===== src/rtl/router_pkg.sv =====
// router_pkg: shared definitions for the router packet reader.
//   rd_state_e          reader FSM states
//   LEN_MSB/LEN_LSB     payload length field of the header byte
//   ADDR_MSB/ADDR_LSB   destination field of the header byte
//   ERRCNT_W            width of the error counter output
package router_pkg;

  typedef enum logic [1:0] {
    IDLE,
    HDR,
    PAYLOAD,
    PARITY
  } rd_state_e;

  localparam int unsigned LEN_MSB  = 7;
  localparam int unsigned LEN_LSB  = 2;
  localparam int unsigned ADDR_MSB = 1;
  localparam int unsigned ADDR_LSB = 0;
  localparam int unsigned ERRCNT_W = 8;

  function automatic logic [5:0] hdr_len(input logic [7:0] hdr);
    return hdr[LEN_MSB:LEN_LSB];
  endfunction

  function automatic logic [1:0] hdr_addr(input logic [7:0] hdr);
    return hdr[ADDR_MSB:ADDR_LSB];
  endfunction

endpackage


===== src/rtl/router_skid_buf.sv =====
// router_skid_buf: 2-entry byte FIFO between the router FIFO read port and
// the packet stream output.
//   clock, resetn  clock, async active-low reset
//   flush          drop all buffered bytes
//   push/push_data write one byte (never while full)
//   pop            remove the head byte (never while empty)
//   head           oldest buffered byte
//   empty          no byte buffered
//   occ            number of buffered bytes (0..2)
module router_skid_buf (
  input  logic       clock,
  input  logic       resetn,
  input  logic       flush,
  input  logic       push,
  input  logic [7:0] push_data,
  input  logic       pop,
  output logic [7:0] head,
  output logic       empty,
  output logic [1:0] occ
);

  logic [7:0] mem [2];
  logic       wr_ptr;
  logic       rd_ptr;
  logic [1:0] count;

  always_ff @(posedge clock or negedge resetn) begin
    if (!resetn) begin
      mem[0] <= '0;
      mem[1] <= '0;
      wr_ptr <= 1'b0;
      rd_ptr <= 1'b0;
      count  <= '0;
    end else if (flush) begin
      wr_ptr <= 1'b0;
      rd_ptr <= 1'b0;
      count  <= '0;
    end else begin
      if (push) begin
        mem[wr_ptr] <= push_data;
        wr_ptr      <= ~wr_ptr;
      end
      if (pop) rd_ptr <= ~rd_ptr;
      count <= count + {1'b0, push} - {1'b0, pop};
    end
  end

  assign head  = mem[rd_ptr];
  assign empty = (count == '0);
  assign occ   = count;

endmodule


===== src/rtl/router_pkt_reader.sv =====
// router_pkt_reader: reads header/payload/parity packets from the router FIFO
// (one-cycle read latency) and presents them as a valid/ready byte stream.
// Optional feature: define ROUTER_PKT_READER_ERRCNT_EN to enable the
// saturating error counter; otherwise err_count is tied to zero.
//   clock, resetn        clock, async active-low reset
//   fifo_empty           router FIFO empty flag
//   fifo_data            router FIFO data, valid the cycle after a read
//   fifo_read_enb        router FIFO read strobe
//   m_data/m_valid/m_ready  output byte stream handshake
//   m_sop / m_eop        header beat / parity beat markers
//   parity_err           pulse after a parity beat whose packet XOR != 0
//   pkt_abort            pulse after STALL_LIMIT starved cycles mid-packet
//   err_count            saturating count of parity_err and pkt_abort pulses
module router_pkt_reader
  import router_pkg::*;
#(
  parameter int unsigned STALL_LIMIT = 30
) (
  input  logic                clock,
  input  logic                resetn,
  input  logic                fifo_empty,
  input  logic [7:0]          fifo_data,
  output logic                fifo_read_enb,
  output logic [7:0]          m_data,
  output logic                m_valid,
  input  logic                m_ready,
  output logic                m_sop,
  output logic                m_eop,
  output logic                parity_err,
  output logic                pkt_abort,
  output logic [ERRCNT_W-1:0] err_count
);

  localparam int unsigned STALL_W = (STALL_LIMIT < 2) ? 1 : $clog2(STALL_LIMIT + 1);

  rd_state_e          state, state_nxt;
  logic               rd_d;
  logic [6:0]         fetch_cnt;
  logic               hdr_known;
  logic [5:0]         fetch_len;
  logic [6:0]         pkt_total;
  logic [5:0]         remain;
  logic [7:0]         acc;
  logic [STALL_W-1:0] stall_cnt;
  logic               more_to_fetch;
  logic               outstanding;
  logic               starved;
  logic               abort;
  logic               accept;
  logic [7:0]         buf_head;
  logic               buf_empty;
  logic [1:0]         buf_occ;

  router_skid_buf u_skid (
    .clock     (clock),
    .resetn    (resetn),
    .flush     (abort),
    .push      (rd_d),
    .push_data (fifo_data),
    .pop       (accept),
    .head      (buf_head),
    .empty     (buf_empty),
    .occ       (buf_occ)
  );

  // Until the header has landed only one byte (the header itself) may be
  // fetched; after that the packet is known to be L+2 bytes long, so at
  // least one byte is always still owed while the header is in flight.
  always_comb begin
    pkt_total     = {1'b0, fetch_len} + 7'd2;
    more_to_fetch = hdr_known ? (fetch_cnt < pkt_total) : (fetch_cnt == '0);
    outstanding   = !hdr_known || (fetch_cnt < pkt_total);
    starved       = (state != IDLE) && fifo_empty && outstanding;
    abort         = starved && (stall_cnt == STALL_W'(STALL_LIMIT - 1));
    fifo_read_enb = (state != IDLE) && !fifo_empty && more_to_fetch &&
                    ((buf_occ + {1'b0, rd_d}) < 2'd2);
    m_valid       = !buf_empty;
    accept        = m_valid && m_ready;
    m_data        = m_valid ? buf_head : '0;
    m_sop         = m_valid && (state == HDR);
    m_eop         = m_valid && (state == PARITY);
  end

  always_comb begin
    state_nxt = state;
    case (state)
      IDLE:    if (!fifo_empty) state_nxt = HDR;
      HDR:     if (accept) state_nxt = (hdr_len(m_data) == '0) ? PARITY : PAYLOAD;
      PAYLOAD: if (accept && remain == 6'd1) state_nxt = PARITY;
      PARITY:  if (accept) state_nxt = IDLE;
      default: state_nxt = IDLE;
    endcase
    if (abort) state_nxt = IDLE;
  end

  always_ff @(posedge clock or negedge resetn) begin
    if (!resetn) state <= IDLE;
    else         state <= state_nxt;
  end

  always_ff @(posedge clock or negedge resetn) begin
    if (!resetn) begin
      rd_d       <= 1'b0;
      fetch_cnt  <= '0;
      hdr_known  <= 1'b0;
      fetch_len  <= '0;
      remain     <= '0;
      acc        <= '0;
      stall_cnt  <= '0;
      parity_err <= 1'b0;
      pkt_abort  <= 1'b0;
    end else begin
      rd_d       <= fifo_read_enb;
      pkt_abort  <= abort;
      parity_err <= accept && (state == PARITY) && ((acc ^ m_data) != '0);
      stall_cnt  <= (starved && !abort) ? stall_cnt + STALL_W'(1) : '0;

      if (state == IDLE || abort) begin
        fetch_cnt <= '0;
        hdr_known <= 1'b0;
        fetch_len <= '0;
      end else begin
        if (fifo_read_enb) fetch_cnt <= fetch_cnt + 7'd1;
        if (rd_d && !hdr_known) begin
          hdr_known <= 1'b1;
          fetch_len <= hdr_len(fifo_data);
        end
      end

      if (accept) begin
        if (state == HDR) begin
          remain <= hdr_len(m_data);
          acc    <= m_data;
        end else begin
          if (state == PAYLOAD) remain <= remain - 6'd1;
          acc <= acc ^ m_data;
        end
      end
    end
  end

`ifdef ROUTER_PKT_READER_ERRCNT_EN
  logic [ERRCNT_W-1:0] err_q;

  always_ff @(posedge clock or negedge resetn) begin
    if (!resetn) err_q <= '0;
    else if ((parity_err || pkt_abort) && (err_q != '1)) err_q <= err_q + ERRCNT_W'(1);
  end

  assign err_count = err_q;
`else
  assign err_count = '0;
`endif

endmodule

===== config.mk =====
export PLATFORM = sky130hd
export DESIGN_NAME = router_pkt_reader
export DESIGN_NICKNAME = d
export VERILOG_FILES = /design/src/rtl/router_pkg.sv /design/src/rtl/router_skid_buf.sv /design/src/rtl/router_pkt_reader.sv
export SDC_FILE = /design/constraint.sdc
export NUM_CORES = 1
export LEC_CHECK = 0
export BUFFER_PORTS_ARGS = -buffer_cell sky130_fd_sc_hd__buf_2
export CAP_MARGIN = 20
export CORE_MARGIN = 1
export CORE_UTILIZATION = 55
export DETAILED_ROUTE_END_ITERATION = 8
export PLACE_DENSITY = 0.75
export SYNTH_ARGS = -nofsm -noshare
export SYNTH_HDL_FRONTEND = slang
export SYNTH_HIERARCHICAL = 1
export SYNTH_SLANG_ARGS = --single-unit

===== constraint.sdc =====
create_clock -name clock -period 4.1 [get_ports clock]
set_input_delay 0.205 -clock clock [delete_from_list [all_inputs] [get_ports clock]]
set_output_delay 0.205 -clock clock [all_outputs]
set_load 0.02 [all_outputs]

# [Word level (Yosys, flattened, before mapping)]
# Cells that the tools add are included.
[classes] n_bitwise=6 multipliers=0 addsub=6 n_reduce_logical=35 order_cmp=5 n_mux=30 n_div=0 n_eq_ne=9 n_shift=0
[op_table] op="$mux W8" n=6
[op_table] op="$mux W6" n=4
[op_table] op="$bwmux W16" n=1
[op_table] op="$logic_and A1 B1 Y1" n=15
[op_table] op="$mux W7" n=2
[op_table] op="$mux W2" n=6
[op_table] op="$ne A3 B3 Y1 const B" n=4
[op_table] op="$reduce_bool A2 Y1" n=6
[op_table] op="$demux W8 S1" n=1
[op_table] op="$mux W1" n=8
[op_table] op="$pmux W2 S4" n=1
[op_table] op="$reduce_bool A8 Y1" n=1
[op_table] op="$xor A8 B8 Y8" n=1
[op_table] op="$add A6 B2 Y7 const B" n=1
[op_table] op="$add A7 B1 Y7 const B" n=1
[op_table] op="$logic_not A7 Y1" n=1
[op_table] op="$lt A7 B7 Y1" n=1
[op_table] op="$eq A6 B1 Y1 const B" n=1
[op_table] op="$logic_not A6 Y1" n=1
[op_table] op="$sub A6 B1 Y6 const B" n=1
[op_table] op="$add A5 B1 Y5 const B" n=1
[op_table] op="$eq A5 B5 Y1 const B" n=1
[op_table] op="$mux W5" n=1
[op_table] op="$eq A2 B2 Y1 const B" n=2
[op_table] op="other kinds (13)" n=23
[totals] n_memories=0 output_inout_bits=22 elab_cells=106 ram_bits=0 latch_bits=0 reg_bits=58 mem_bits_ro=0

# [Longest topological paths before layout]
# Gate-level depths: netlist of run 1.
[logic_depth] depth_word=10 ltp_mapped=11

# [Modules after synthesis]
# The synthesis of run 1 kept the hierarchy.
[modules_own_cells] module="router_pkt_reader" cells_per_inst=263 seq_area_each_um2=950.9 area_per_inst_um2=2401.1 instances=1
[modules_own_cells] module="router_skid_buf" cells_per_inst=59 seq_area_each_um2=500.5 area_per_inst_um2=899.6 instances=1

# [Worst setup path before layout of run 1]
# OpenSTA, ideal clock, no wires.
[synth_path] path_kind="register to register" start="register fetch_len[1]" end="register u_skid/mem[0] (netlist name)" setup_slack_ps=1067 n_path_buf=1 arrival_ps=2908 setup_time_ps=125 path_stages_with_launch=12 path_cell_list="dfrtp_1 > ha_1 > nand3_1 > xor2_1 > ha_1 > and3_1 > a221oi_1 > o21ai_1 > buf_2 > nor2_1 > nand3b_2 > mux2_2"
[synth_between] elab_chain_cells=7
[synth_lines] item="start: declaration" line="router_pkt_reader.sv:40" rtl="logic [5:0] fetch_len;"
[synth_lines] item="start signal: assignment" line="router_pkt_reader.sv:126" rtl="fetch_len <= hdr_len(fifo_data);"
[synth_lines] item="$add A6 B2 Y7" line="router_pkt_reader.sv:70" rtl="pkt_total = {1'b0, fetch_len} + 7'd2;"
[synth_lines] item="$lt A7 B7 Y1" line="router_pkt_reader.sv:72" rtl="outstanding = !hdr_known || (fetch_cnt < pkt_total);"
[synth_lines] item="$logic_or A1 B1 Y1" line="router_pkt_reader.sv:72"
[synth_lines] item="$logic_and A1 B1 Y1" line="router_pkt_reader.sv:73" rtl="starved = (state != IDLE) && fifo_empty && outstanding;"
[synth_lines] item="$logic_and A1 B1 Y1" line="router_pkt_reader.sv:74" rtl="abort = starved && (stall_cnt == STALL_W'(STALL_LIMIT - 1));"
[synth_lines] item="named net abort" line="router_pkt_reader.sv:48" rtl="logic abort;"
[synth_lines] item="$not A1 Y1 (no source line)"
[synth_lines] item="$reduce_and A2 Y1 (no source line)"
[synth_lines] item="end signal: indexed assignment" line="router_skid_buf.sv:40" rtl="mem[wr_ptr] <= push_data;"
[synth_lines] item="end: declaration" line="router_skid_buf.sv:22" rtl="logic [7:0] mem [2];"
# The timed path passes the listed nets, and every way through them passes these cells.
# A chain may end at the register's enable or synchronous reset.

# [Worst setup path in the final report of run 1]
[layout_path] start="register fetch_len[1]" end="register u_skid/mem[2] (netlist name)"
# The elaborated chain is that of the path after synthesis.

==> reports/metrics.cfg, run 1 <==
[die]
coreArea_mm2=0.00564
die_w_um=79.5
row_count=27
die-height_um=79.5
start_util=0.585
boundaryPins=34
die_area_mm2=0.00631

[critical_path]
cp.buffers_inverters=1
crit_path_end_kind=register
crit_required_ns=4.33
cp.arrival_ns=3.53
setup.worst_path.class=register to register
cp_slowest_cell=nor2_1
r2r_slack_ns=0.79
r2r_end=u_skid/mem[2]
r2r_cells=11
cpPeakStageDelay_ns=0.49
startpoint_type=register
crit_family=simple AND/OR/NAND/NOR gates
worst_r2r_startpoint=fetch_len[1]
cp_cell_sequence=ha_1 > nand3_1 > xor2_1 > ha_1 > and3_1 > a221oi_1 > o21ai_1 > buf_4 > nor2_1 > nand3b_2 > mux2_2
worst_path_most_repeated_cell=ha_1
worstPathMaxFanout=15

[grt]
grt_pass1_wl_um=10900
antenna_found_initial=0
gr-usage-all-layers=0.232
grt_max_degree=59
grt_pass1_vias=2307
grt_overflow_total=0

[timing]
slew_headroom=0.450
drv_slew=0
rsz0062_at_grt=false
fin_skew_ns=0.0129
period_minus_slack_ns=3.31
tightest_slew_ns=0.823
fin_ws_ns=0.794
setup_viol=0
period_share=0.806
hold_violations=0
hold_ws_ns=0.0114
clock.fmax_mhz=302
finalSetupTns_ns=0

[worst_hold_path]
hp-class=input pin to async pin

[route]
vias_per_cell=5.73
drc=0
routed_wl_um=6550
num_vias=2434
dr.first_iter.drc_count=149
firstDrtPassIters=4
avgRoutedWirePerCell_um=15.4
ant_nets=0

[cts]
cts_resized=0
clock_path_buffers=2
postCtsSetupBuffers=0
cts_root_buf=clkbuf_8
path_clk_slew_ns=0.06
htreeDepth=3
insertion_delay_ns=0.35
cts_made_buffers=9
cts.sinks=58
cts_tree=done
hold_buffers=0

[finish]
antenna_cells=0
area_delta_synth_final_pct=11.4
drive_gt1_frac=0.207
nFillCells=440
layout.nets=381

[synthesis]
async_reset_ff_frac=1.00
synth-seq-cells=58
synth.top_cells.by_count=dfrtp_1, nor2_1, mux2_2
ys_types=50
ys_seq_area_frac=0.440
yosysMostFrequentCell=dfrtp_1
synth.avg_cell_area_um2=10.3
synth_top_cell_area_share=0.440
synth_warnings=6
ys.flop_type=dfrtp_1
synth_cells=322
synth_edf_count=0
yosysTopAreaCell=dfrtp_1
synth_area_leaders=dfrtp_1, mux2_2, ha_1
synth_area_mm2=0.00330

[outcome]
status=complete, no violations

[power]
p_leak_uw=0.00171
pwr_density_cell_mw_per_mm2=850
ir_drop_v=0.000488
power_uw=3130

[placement]
dp_hpwl_um=4470
gp_congestion=0.786
pre_cts_ws_ns=0.848
io_buffers=25

[flow_run]
maxCapViolCount=0

## cell usage in the layout (no fill, tap or decap), drive strengths merged, types with 7 or more instances in the layout
cell,synthesis,routed
dfrtp,58,58
nor2,38,38
buf,14,28
mux2,24,24
a21oi,24,24
ha,20,20
inv,17,17
nor2b,13,13
clkbuf,5,11
xor2,10,10
o21ai,10,10
nand3,9,9
nand2,9,9
mux2i,8,8
conb,1,8
a311oi,7,7
## registers in the layout, indices dropped and copies added (netlist names)
register       cells
state              2
remain             6
rd_d               1
u_skid/occ         2
parity_err         1
stall_cnt          5
hdr_known          1
acc                8
fetch_len          6
fetch_cnt          7
pkt_abort          1
u_skid/mem        16
u_skid/rd_ptr      1
u_skid/wr_ptr      1
## where the power goes
group	internal (µW)	switching [µW]	leakage, µW	total (µW)
logic	641	849	0.000874	1490
registers	810	224	0.000730	1030
clock network	372	231	0.000108	602
total	1820	1300	0.00171	3130
## how the worst max path moves through the flow
stage            startpoint       endpoint  slack (ns)  cells after the start
2_1_floorplan  fetch_len[1]  u_skid/mem[0]        1.07                     11
3_3_place_gp   fetch_len[1]  u_skid/mem[1]        0.94                     11
3_5_place_dp   fetch_len[1]  u_skid/mem[1]        0.85                     11
4_1_cts        fetch_len[1]  u_skid/mem[2]        0.78                     11
5_1_grt        fetch_len[1]  u_skid/mem[0]        0.65                     11
6_report       fetch_len[1]  u_skid/mem[2]        0.79                     11
## area by class of cell
class                   count  area (µm²)  area share
multi-input cells         235        1700       0.462
flip-flops and latches     58        1450       0.395
clock buffers              11         151      0.0412
repair buffers             28         148      0.0401
well taps                  72        90.1      0.0245
clock inverters             4        75.1      0.0204
inverters                  17        63.8      0.0174
## cells by family (layout without fill, tap and decap cells)
kind of cell	count (synthesis)	after routing	synth area share
compound gates	63	63	0.124
xor+xnor	17	17	0.0493
fa+ha+maj	20	20	0.0758
buf+inv	36	60	0.0538
flops	58	58	0.440
mux	32	32	0.106
other cells	1	8	0.00114
simple gates	95	95	0.150
## through the flow
| stage | utilization | cells | cell area, µm² |
|---|---|---|---|
| 5_1_grt | 0.652 | 425 | 3680 |
| 3_5_place_dp | 0.612 | 410 | 3450 |
| 3_3_place_gp | 0.612 | 410 | 3450 |
| 4_1_cts | 0.652 | 425 | 3680 |
| 2_1_floorplan | - | 329 | 3330 |
| 6_report | 0.652 | 425 | 3680 |
## metal layers
| metal | global-route usage | wire [µm] | share of wire | vias to the layer above |
|---|---|---|---|---|
| met1 | 0.309 | 3110 | 0.48 | 1192 |
| met5 | 0 | 0 | 0 | - |
| met2 | 0.364 | 3050 | 0.46 | 56 |
| met3 | 0.0457 | 266 | 0.041 | 9 |
| li1 | - | - | - | 1177 |
| met4 | 0.104 | 124 | 0.019 | 0 |
(Power assumes the default switching activity.)
==> inputs of run 2 (changes only) <==
- clock period: 4.1 -> 3.2 ns (I/O delays scaled with it)
==> run 2 against run 1 <==
  * Die area stayed put
  * Clock power is 15% higher
  * First-iteration DRC count is 34% lower
  * Combinational power is 30% higher
  * Critical endpoint is now fifo_read_enb
  * Core utilization is 0.24 points higher
  * Sequential share of layout area is 0.15 points lower
  * Setup slack worse by 0.52 ns
  * Cell count is 1.2% higher
  * Clock skew is 0.0038 ns lower
==> reports/metrics.cfg, run 2 (synthesized netlist as in run 1, its figures left out) <==
[grt]
grt_overflow_total=0
grt_pass1_vias=2395
grt_use_met1=0.349
gr-usage-all-layers=0.246
grt-busiest-layer=met2
antenna_found_initial=0
grt_max_degree=42
grt_util_met3=0.0480
grt_use_met2=0.370
grt_pass1_wl_um=11700

[die]
die_w_um=79.5
die-height_um=79.5
coreArea_mm2=0.00564
start_util=0.585
row_count=27
die_area_mm2=0.00631
boundaryPins=34

[timing]
slew_headroom=0.398
period_minus_slack_ns=2.93
rsz0062_at_grt=false
clock.fmax_mhz=341
tightest_slew_ns=0.902
hold_ws_ns=0.0625
hold_violations=0
period_share=0.916
finalSetupTns_ns=0
setup_viol=0
fin_skew_ns=0.00916
drv_slew=0

[finish]
layout_commonest_cell=dfrtp_1
layout.nets=385
largest_reg_flops=16
area_delta_synth_final_pct=11.8
top_regs=u_skid/mem (16), acc (8), fetch_cnt (7)
mostFrequentLayoutCells=dfrtp_1, nor2_1, buf_2, mux2_2, a21oi_1
regMostFlops=u_skid/mem
drive_gt1_frac=0.218
antenna_cells=0
stdcell_count=430

[route]
vias_per_cell=5.69
firstDrtPassIters=6
routed_wl_um=6600
avgRoutedWirePerCell_um=15.3
dr.first_iter.drc_count=98
ant_nets=0
num_vias=2447
drc=0

[critical_path]
crit_path_end_kind=output pin
cp_cell_sequence=ha_1 > nand3_1 > xor2_1 > ha_1 > and3_1 > a221oi_1 > o21ai_2 > buf_4 > nor2_1 > buf_2
setup.worst_path.class=register to output pin
r2r_slack_ns=0.31
cp.buffers_inverters=2
worst_r2r_startpoint=fetch_len[1]
crit_cells=10
cp_slowest_cell=dfrtp_1
startpoint_type=register
r2r_cells=11
worstPathMaxFanout=8
crit_family=compound AO/OA/AOI/OAI gates
cpPeakStageDelay_ns=0.42
r2r_end=u_skid/mem[11]
cp.arrival_ns=2.77
worst_path_most_repeated_cell=ha_1
crit_required_ns=3.04

[worst_hold_path]
min-delay-start=fifo_data[1]
whs_path_depth=2
hp-class=input pin to register
holdPathEnd=u_skid/mem[1]

[power]
seq_power_share=0.336
ir_drop_v=0.000532
power.internal_uw=2270
swShare=0.424
p_leak_uw=0.00173
switchingPower_uw=1670
p_comb_frac=0.489
pwr_density_cell_mw_per_mm2=1070
pwr-share-clk=0.175

[outcome]
status=complete, no violations

[cts]
cts_made_buffers=9
path_clk_slew_ns=0.07
cts_tree=done
insertion_delay_ns=0.34
postCtsSetupBuffers=0
clock_path_buffers=2
cts.sinks=58
cts_root_buf=clkbuf_8
htreeDepth=3

[placement]
dp_hpwl_um=4780
gp_congestion=0.805
io_buffers=25
dpl.cell_count=413

[flow_run]
maxCapViolCount=0

## run 2: area by class of cell
cell class | count | area (µm²)
repair buffers | 32 | 180
well taps | 72 | 90.1
flip-flops and latches | 58 | 1450
clock buffers | 11 | 151
inverters | 17 | 63.8
fillers | 442 | 1950
multi-input cells | 235 | 1700
clock inverters | 5 | 52.6
## run 2: through the flow
stage | power [µW] | instance area [µm²] | utilization | setup slack [ns]
floorplan | 2760 | 3330 | - | 0.167
global placement | 3180 | 3470 | 0.616 | 0.314
detailed placement | 3250 | 3470 | 0.616 | 0.179
CTS | 3960 | 3690 | 0.654 | 0.165
global route | 4260 | 3690 | 0.654 | 0.0579
finish | 3950 | 3690 | 0.654 | 0.270
## run 2: what timing repair did
action                                  CTS  global route
endpoints found under the setup margin    0             9
gates resized for setup                   0             1
hold endpoints to repair                 40             0
hold buffers                              1             0
## run 2: routing by layer
metal / share of wire / vias up
li1: - / 1184
met1: 0.49 / 1194
met2: 0.46 / 60
met3: 0.037 / 9
met4: 0.014 / 0
met5: 0 / -
## run 2: power by group through the flow
stage,Sequential (µW),Clock (µW),Combinational [µW]
2_1_floorplan,1240,0,1520
3_3_place_gp,1320,0,1860
3_5_place_dp,1340,0,1910
4_1_cts,1320,704,1930
5_1_grt,1370,737,2150
6_report,1330,691,1930
## run 2: how the worst max path moves through the flow
stage / from / slack (ns) / to
after global routing: fetch_len[1] / 0.06 / u_skid/mem[11]
after global placement: fetch_len[1] / 0.31 / u_skid/mem[9]
after floorplan: fetch_len[1] / 0.17 / u_skid/mem[0]
after detailed placement: fetch_len[1] / 0.18 / u_skid/mem[11]
final: fetch_len[1] / 0.27 / fifo_read_enb
after CTS: fetch_len[1] / 0.17 / u_skid/mem[11]
